<file path="config.mk">
export PLATFORM = sky130hd
export DESIGN_NAME = gate_vector_seq
export DESIGN_NICKNAME = d
export VERILOG_FILES = /design/src/rtl/gate_vector_seq.sv
export SDC_FILE = /design/constraint.sdc
export NUM_CORES = 1
export LEC_CHECK = 0
export BUFFER_PORTS_ARGS = -buffer_cell sky130_fd_sc_hd__buf_2
export CAP_MARGIN = 15
export CORE_ASPECT_RATIO = 2
export CORE_UTILIZATION = 25
export CTS_CLUSTER_DIAMETER = 40
export DETAILED_ROUTE_END_ITERATION = 6
export GPL_TIMING_DRIVEN = 0
export REMOVE_ABC_BUFFERS = 1
export SLEW_MARGIN = 20
export SYNTH_ARGS = -nofsm -noshare
export SYNTH_HDL_FRONTEND = slang
export SYNTH_SLANG_ARGS = --single-unit
</file>
<file path="constraint.sdc">
create_clock -name clk -period 2.1 [get_ports clk]
set_input_delay 0.105 -clock clk [delete_from_list [all_inputs] [get_ports clk]]
set_output_delay 0.105 -clock clk [all_outputs]
set_load 0.01 [all_outputs]
</file>
<file path="src/rtl/gate_vector_seq.sv">
// Stimulus sequencer for two-input gate labs: walks {a,b} through 00..11, samples c per vector
// and counts mismatches against TRUTH. Optional first-failure capture under GATE_SEQ_FIRST_FAIL_EN.
//
// state | meaning
// IDLE  | waiting for start, outputs quiet
// RUN   | applying vectors, sampling c on the last hold cycle of each
// DONE  | verdict valid, last vector held, start restarts
module gate_vector_seq #(
  parameter int         HOLD_CYCLES = 100,
  parameter logic [3:0] TRUTH       = 4'b1000,
  parameter int         ERR_W       = 3
) (
  input  logic             clk,
  input  logic             rst_n,
  input  logic             start,
  output logic             a,
  output logic             b,
  input  logic             c,
  output logic             busy,
  output logic             done,
  output logic             pass,
  output logic [ERR_W-1:0] err_count,
  output logic [1:0]       vec_idx
`ifdef GATE_SEQ_FIRST_FAIL_EN
  ,
  output logic             fail_valid,
  output logic [1:0]       fail_idx
`endif
);

  localparam int HC_W = (HOLD_CYCLES > 1) ? $clog2(HOLD_CYCLES) : 1;
  localparam logic [HC_W-1:0]  HOLD_LAST = HC_W'(HOLD_CYCLES - 1);
  localparam logic [ERR_W-1:0] ERR_MAX   = '1;

  typedef enum logic [1:0] {
    IDLE = 2'd0,
    RUN  = 2'd1,
    DONE = 2'd2
  } state_t;

  state_t           state_q, state_d;
  logic [HC_W-1:0]  hold_q, hold_d;
  logic [1:0]       vec_q, vec_d;
  logic [ERR_W-1:0] err_q, err_d;
`ifdef GATE_SEQ_FIRST_FAIL_EN
  logic             fv_q, fv_d;
  logic [1:0]       fi_q, fi_d;
`endif

  always_ff @(posedge clk or negedge rst_n) begin
    if (!rst_n) begin
      state_q <= IDLE;
      hold_q  <= '0;
      vec_q   <= '0;
      err_q   <= '0;
`ifdef GATE_SEQ_FIRST_FAIL_EN
      fv_q    <= 1'b0;
      fi_q    <= '0;
`endif
    end else begin
      state_q <= state_d;
      hold_q  <= hold_d;
      vec_q   <= vec_d;
      err_q   <= err_d;
`ifdef GATE_SEQ_FIRST_FAIL_EN
      fv_q    <= fv_d;
      fi_q    <= fi_d;
`endif
    end
  end

  always_comb begin
    state_d = state_q;
    hold_d  = hold_q;
    vec_d   = vec_q;
    err_d   = err_q;
`ifdef GATE_SEQ_FIRST_FAIL_EN
    fv_d    = fv_q;
    fi_d    = fi_q;
`endif
    case (state_q)
      IDLE, DONE: begin
        if (start) begin
          state_d = RUN;
          hold_d  = '0;
          vec_d   = '0;
          err_d   = '0;
`ifdef GATE_SEQ_FIRST_FAIL_EN
          fv_d    = 1'b0;
          fi_d    = '0;
`endif
        end
      end
      RUN: begin
        hold_d = hold_q + 1'b1;
        if (hold_q == HOLD_LAST) begin
          if (c != TRUTH[vec_q]) begin
            if (err_q != ERR_MAX) err_d = err_q + 1'b1;
`ifdef GATE_SEQ_FIRST_FAIL_EN
            if (!fv_q) begin
              fv_d = 1'b1;
              fi_d = vec_q;
            end
`endif
          end
          // verdict and state change share the final sample edge so pass is never stale
          if (vec_q == 2'd3) begin
            state_d = DONE;
          end else begin
            vec_d  = vec_q + 1'b1;
            hold_d = '0;
          end
        end
      end
      default: state_d = IDLE;
    endcase
  end

  assign a         = vec_q[1];
  assign b         = vec_q[0];
  assign vec_idx   = vec_q;
  assign err_count = err_q;
  assign busy      = (state_q == RUN);
  assign done      = (state_q == DONE);
  assign pass      = (state_q == DONE) && (err_q == '0);
`ifdef GATE_SEQ_FIRST_FAIL_EN
  assign fail_valid = fv_q;
  assign fail_idx   = fi_q;
`endif

endmodule

</file>
==> key figures <==
Critical path
  • Crit path arrival time: 2.12 ns
  • CP required: 2.22 ns
  • Critical path class: reg2reg
  • Worst-path cell chain: ha_1 > nand4bb_4 > or3b_4 > nor4_4 > mux2_4
  • Max stage delay cell, worst path: or3b_4
  • CP endpoint kind: flop
  • Worst r2r src: hold_q[0]
  • CP Launch Point: hold_q[0]
  • CP Launch Type: flop
  • Crit-path max cell delay: 0.42 ns
  • CP max FO: 4

Timing
  • Final count of pins violating max slew: 0
  • Max_slew headroom: 74.8%
  • Fin crit share: 95.3%
  • Final Worst Setup Slack: 0.0985 ns
  • Fin crit period: 2.00 ns
  • Top achievable clock speed: 0.500 GHz
  • Final setup fails: 0
  • Worst-Margin Slew: 0.377 ns
  • Final Hold Viols: 0
  • Skew final: 0.00323 ns

Power and ir drop
  • Flop pwr share: 48.9%
  • Switching power of the nets: 0.000230 W
  • Clock power share: 27.1%
  • LEAKAGE: 0.435 nW
  • PwrDens: 807 mW/mm2
  • Worst VDD drop: 0.500 mV
  • Internal power: 0.000541 W
  • Sw frac: 29.8%
  • Combinational Power Share: 24.0%

Synthesis
  • Yosys reg bits: 14
  • Post-Synth Simple-Gate Area: 22.3%
  • Mux cell area share after synthesis: 5.61%
  • Seq/Total Area, Yosys: 43.6%
  • Synth Area in Compound Gates: 8.41%
  • Yosys warns: 0
  • Mapped Area: 803 um2
  • Largest family of logic cells by synthesized area: simple AND/OR/NAND/NOR gates
  • Syn Inst Count: 78
  • Adder-cell share of the synthesized area: 7.79%
  • XOR/XNOR Fraction of Synth Area: 6.54%
  • Syn Area/Cell: 10.3 um2
  • Synth cell types: 26

Floorplanning
  • FP Rows: 28
  • Die height: 82.2 um
  • Die ar.: 0.00346 mm2
  • Top-level port count: 14
  • Initial Utilization: 26.7%
  • CORE AREA: 0.00301 mm2
  • DIE WIDTH: 42.1 um

Routing
  • # DRC: 0
  • 1st-pass router iterations: 4
  • Routed vias: 607
  • Antenna viol nets, final: 0
  • Final wirelength: 1560 um
  • DR iter-0 viols: 15
  • Via density: 4.90
  • DR WL/cell: 12.6 um

Layout
  • Layout Area Growth over Synthesis: 18.8%
  • Util after Layout: 31.7%
  • Most common cell after layout, fill and taps aside: dfrtp_1
  • Nets: 105
  • Final instance area: 955 um2
  • Most frequent cells in the layout: dfrtp_1, buf_2, nor2_1, inv_1, nand2_1
  • Fraction of layout cells with a size suffix above 1: 25.5%
  • Non-Filler Instances: 124
  • Antenna diode count: 0
  • Layout fillers: 330

Clocking
  • Clock Path Buffers: 2
  • CTS Buf Count: 3
  • Clock sink count: 14
  • Clk root buf: clkbuf_8
  • Worst skew pair latency: 0.24 ns
  • Htree depth: 1
  • CTS tree: yes
  • Clk pin slew, worst setup/hold paths: 0.05 ns

Placed design
  • Setup slack at placement: 0.0356 ns
  • IO buf count: 13
  • Post-DP Area: 886 um2
  • Placed insts: 118
  • DPL Wire Length: 1260 um
  • Routability cong.: 0.760

Run status
  • Status: finished, final reports clean

Global routing
  • Vias in the first global route: 612
  • GRT overflow: 0
  • Largest net degree at the start of global routing: 15
  • Total GRT Usage: 10.7%
  • First-pass GRT wire length: 2840 um
  • Antenna violations before repair: 0

Run
  • Maxcap violations: 0

Worst hold path
  • Min-Delay Path Class: in2reg
  • Hold path start: start
worst paths after layout:
path	to	slack, ns	depth (start not counted)
hold reg to reg	vec_idx[0]	0.53	1
max in group asynchronous	hold_q[5]	1.56	2
hold / removal	state_q[1]	0.07	2
setup reg to reg	err_count[1]	0.1	5
min in group asynchronous	hold_q[4]	0.29	2
setup / recovery	err_count[1]	0.1	5
power by group through the flow:
stage | clock network [W] | registers [W] | logic [W]
4_1_cts | 0.000219 | 0.000377 | 0.000186
5_1_grt | 0.000231 | 0.000386 | 0.000206
6_report | 0.000209 | 0.000377 | 0.000185
3_5_place_dp | 0 | 0.000383 | 0.000182
3_3_place_gp | 0 | 0.000378 | 0.000172
2_1_floorplan | 0 | 0.000368 | 0.000140
cells in the mapped netlist (all sizes together):
cell / number / share of area, %
xnor2: 5 / 5.5
ha: 5 / 7.8
xor2: 1 / 1.1
a21oi: 2 / 1.2
a22o: 1 / 1.1
a211oi: 2 / 1.9
nand2b: 3 / 2.3
nand3: 3 / 1.9
o21ai: 5 / 3.1
nor2: 9 / 4.2
buf: 3 / 2.5
dfrtp: 14 / 44
inv: 7 / 3.3
nand2: 6 / 2.8
mux2: 1 / 1.9
nand4bb: 1 / 3.4
nor3b: 1 / 0.93
or3b: 2 / 2.5
nor2b: 2 / 1.6
o32ai: 1 / 1.1
nor4: 1 / 2.6
mux2i: 3 / 3.7
what timing repair did:
item,in CTS,in global routing
endpoints found under the hold margin,14,0
buffers inserted,0,2
setup endpoints to repair,0,7
resized for setup,0,1
hold buffers,1,0
metal layers:
layer  vias up  GRT usage (%)  share of wire, %
met4         0           5.63               1.5
met1       298           11.4                39
met5         -              0                 0
met3         2          0.652               3.1
li1        293              -                 -
met2        14           20.8                57
per-stage QoR:
step | setup TNS [ns] | hold WS [ns] | power (W)
floorplan | 0 | -0.191 | 0.000509
global placement | 0 | 0.0183 | 0.000550
detailed placement | 0 | 0.0267 | 0.000564
CTS | 0 | 0.0613 | 0.000782
global route | -0.00279 | 0.0610 | 0.000823
finish | 0 | 0.0655 | 0.000771
logic make-up (layout without fill, tap and decap cells):
group,after synthesis,count (layout)
AND/OR/NAND/NOR,28,28
flip-flops,14,14
AO/OA/AOI/OAI,11,11
buffers and inverters,10,26
XOR/XNOR,6,6
adder cells (fa/ha/maj),5,5
multiplexers,4,4
sequential cells by signal, summed over array words and instances, names as in the netlist:
signal	count
err_count	3
hold_q	7
vec_idx	2
state_q	2
area by class of cell:
| cell class | count | area (um2) | area share (%) |
|---|---|---|---|
| multi-input cells | 54 | 409 | 42.9 |
| flip-flops and latches | 14 | 350 | 36.7 |
| repair buffers | 16 | 90.1 | 9.44 |
| clock buffers | 3 | 41.3 | 4.33 |
| well taps | 30 | 37.5 | 3.93 |
| inverters | 7 | 26.3 | 2.75 |
worst max-delay path, delay by kind of cell (launching register included):
family | cells | cell delay (ns)
flip-flops | 1 | 0.38
adder cells (fa/ha/maj) | 1 | 0.25
AND/OR/NAND/NOR | 3 | 0.92
multiplexers | 1 | 0.33
Note: power is estimated with default switching activity, not from simulation.
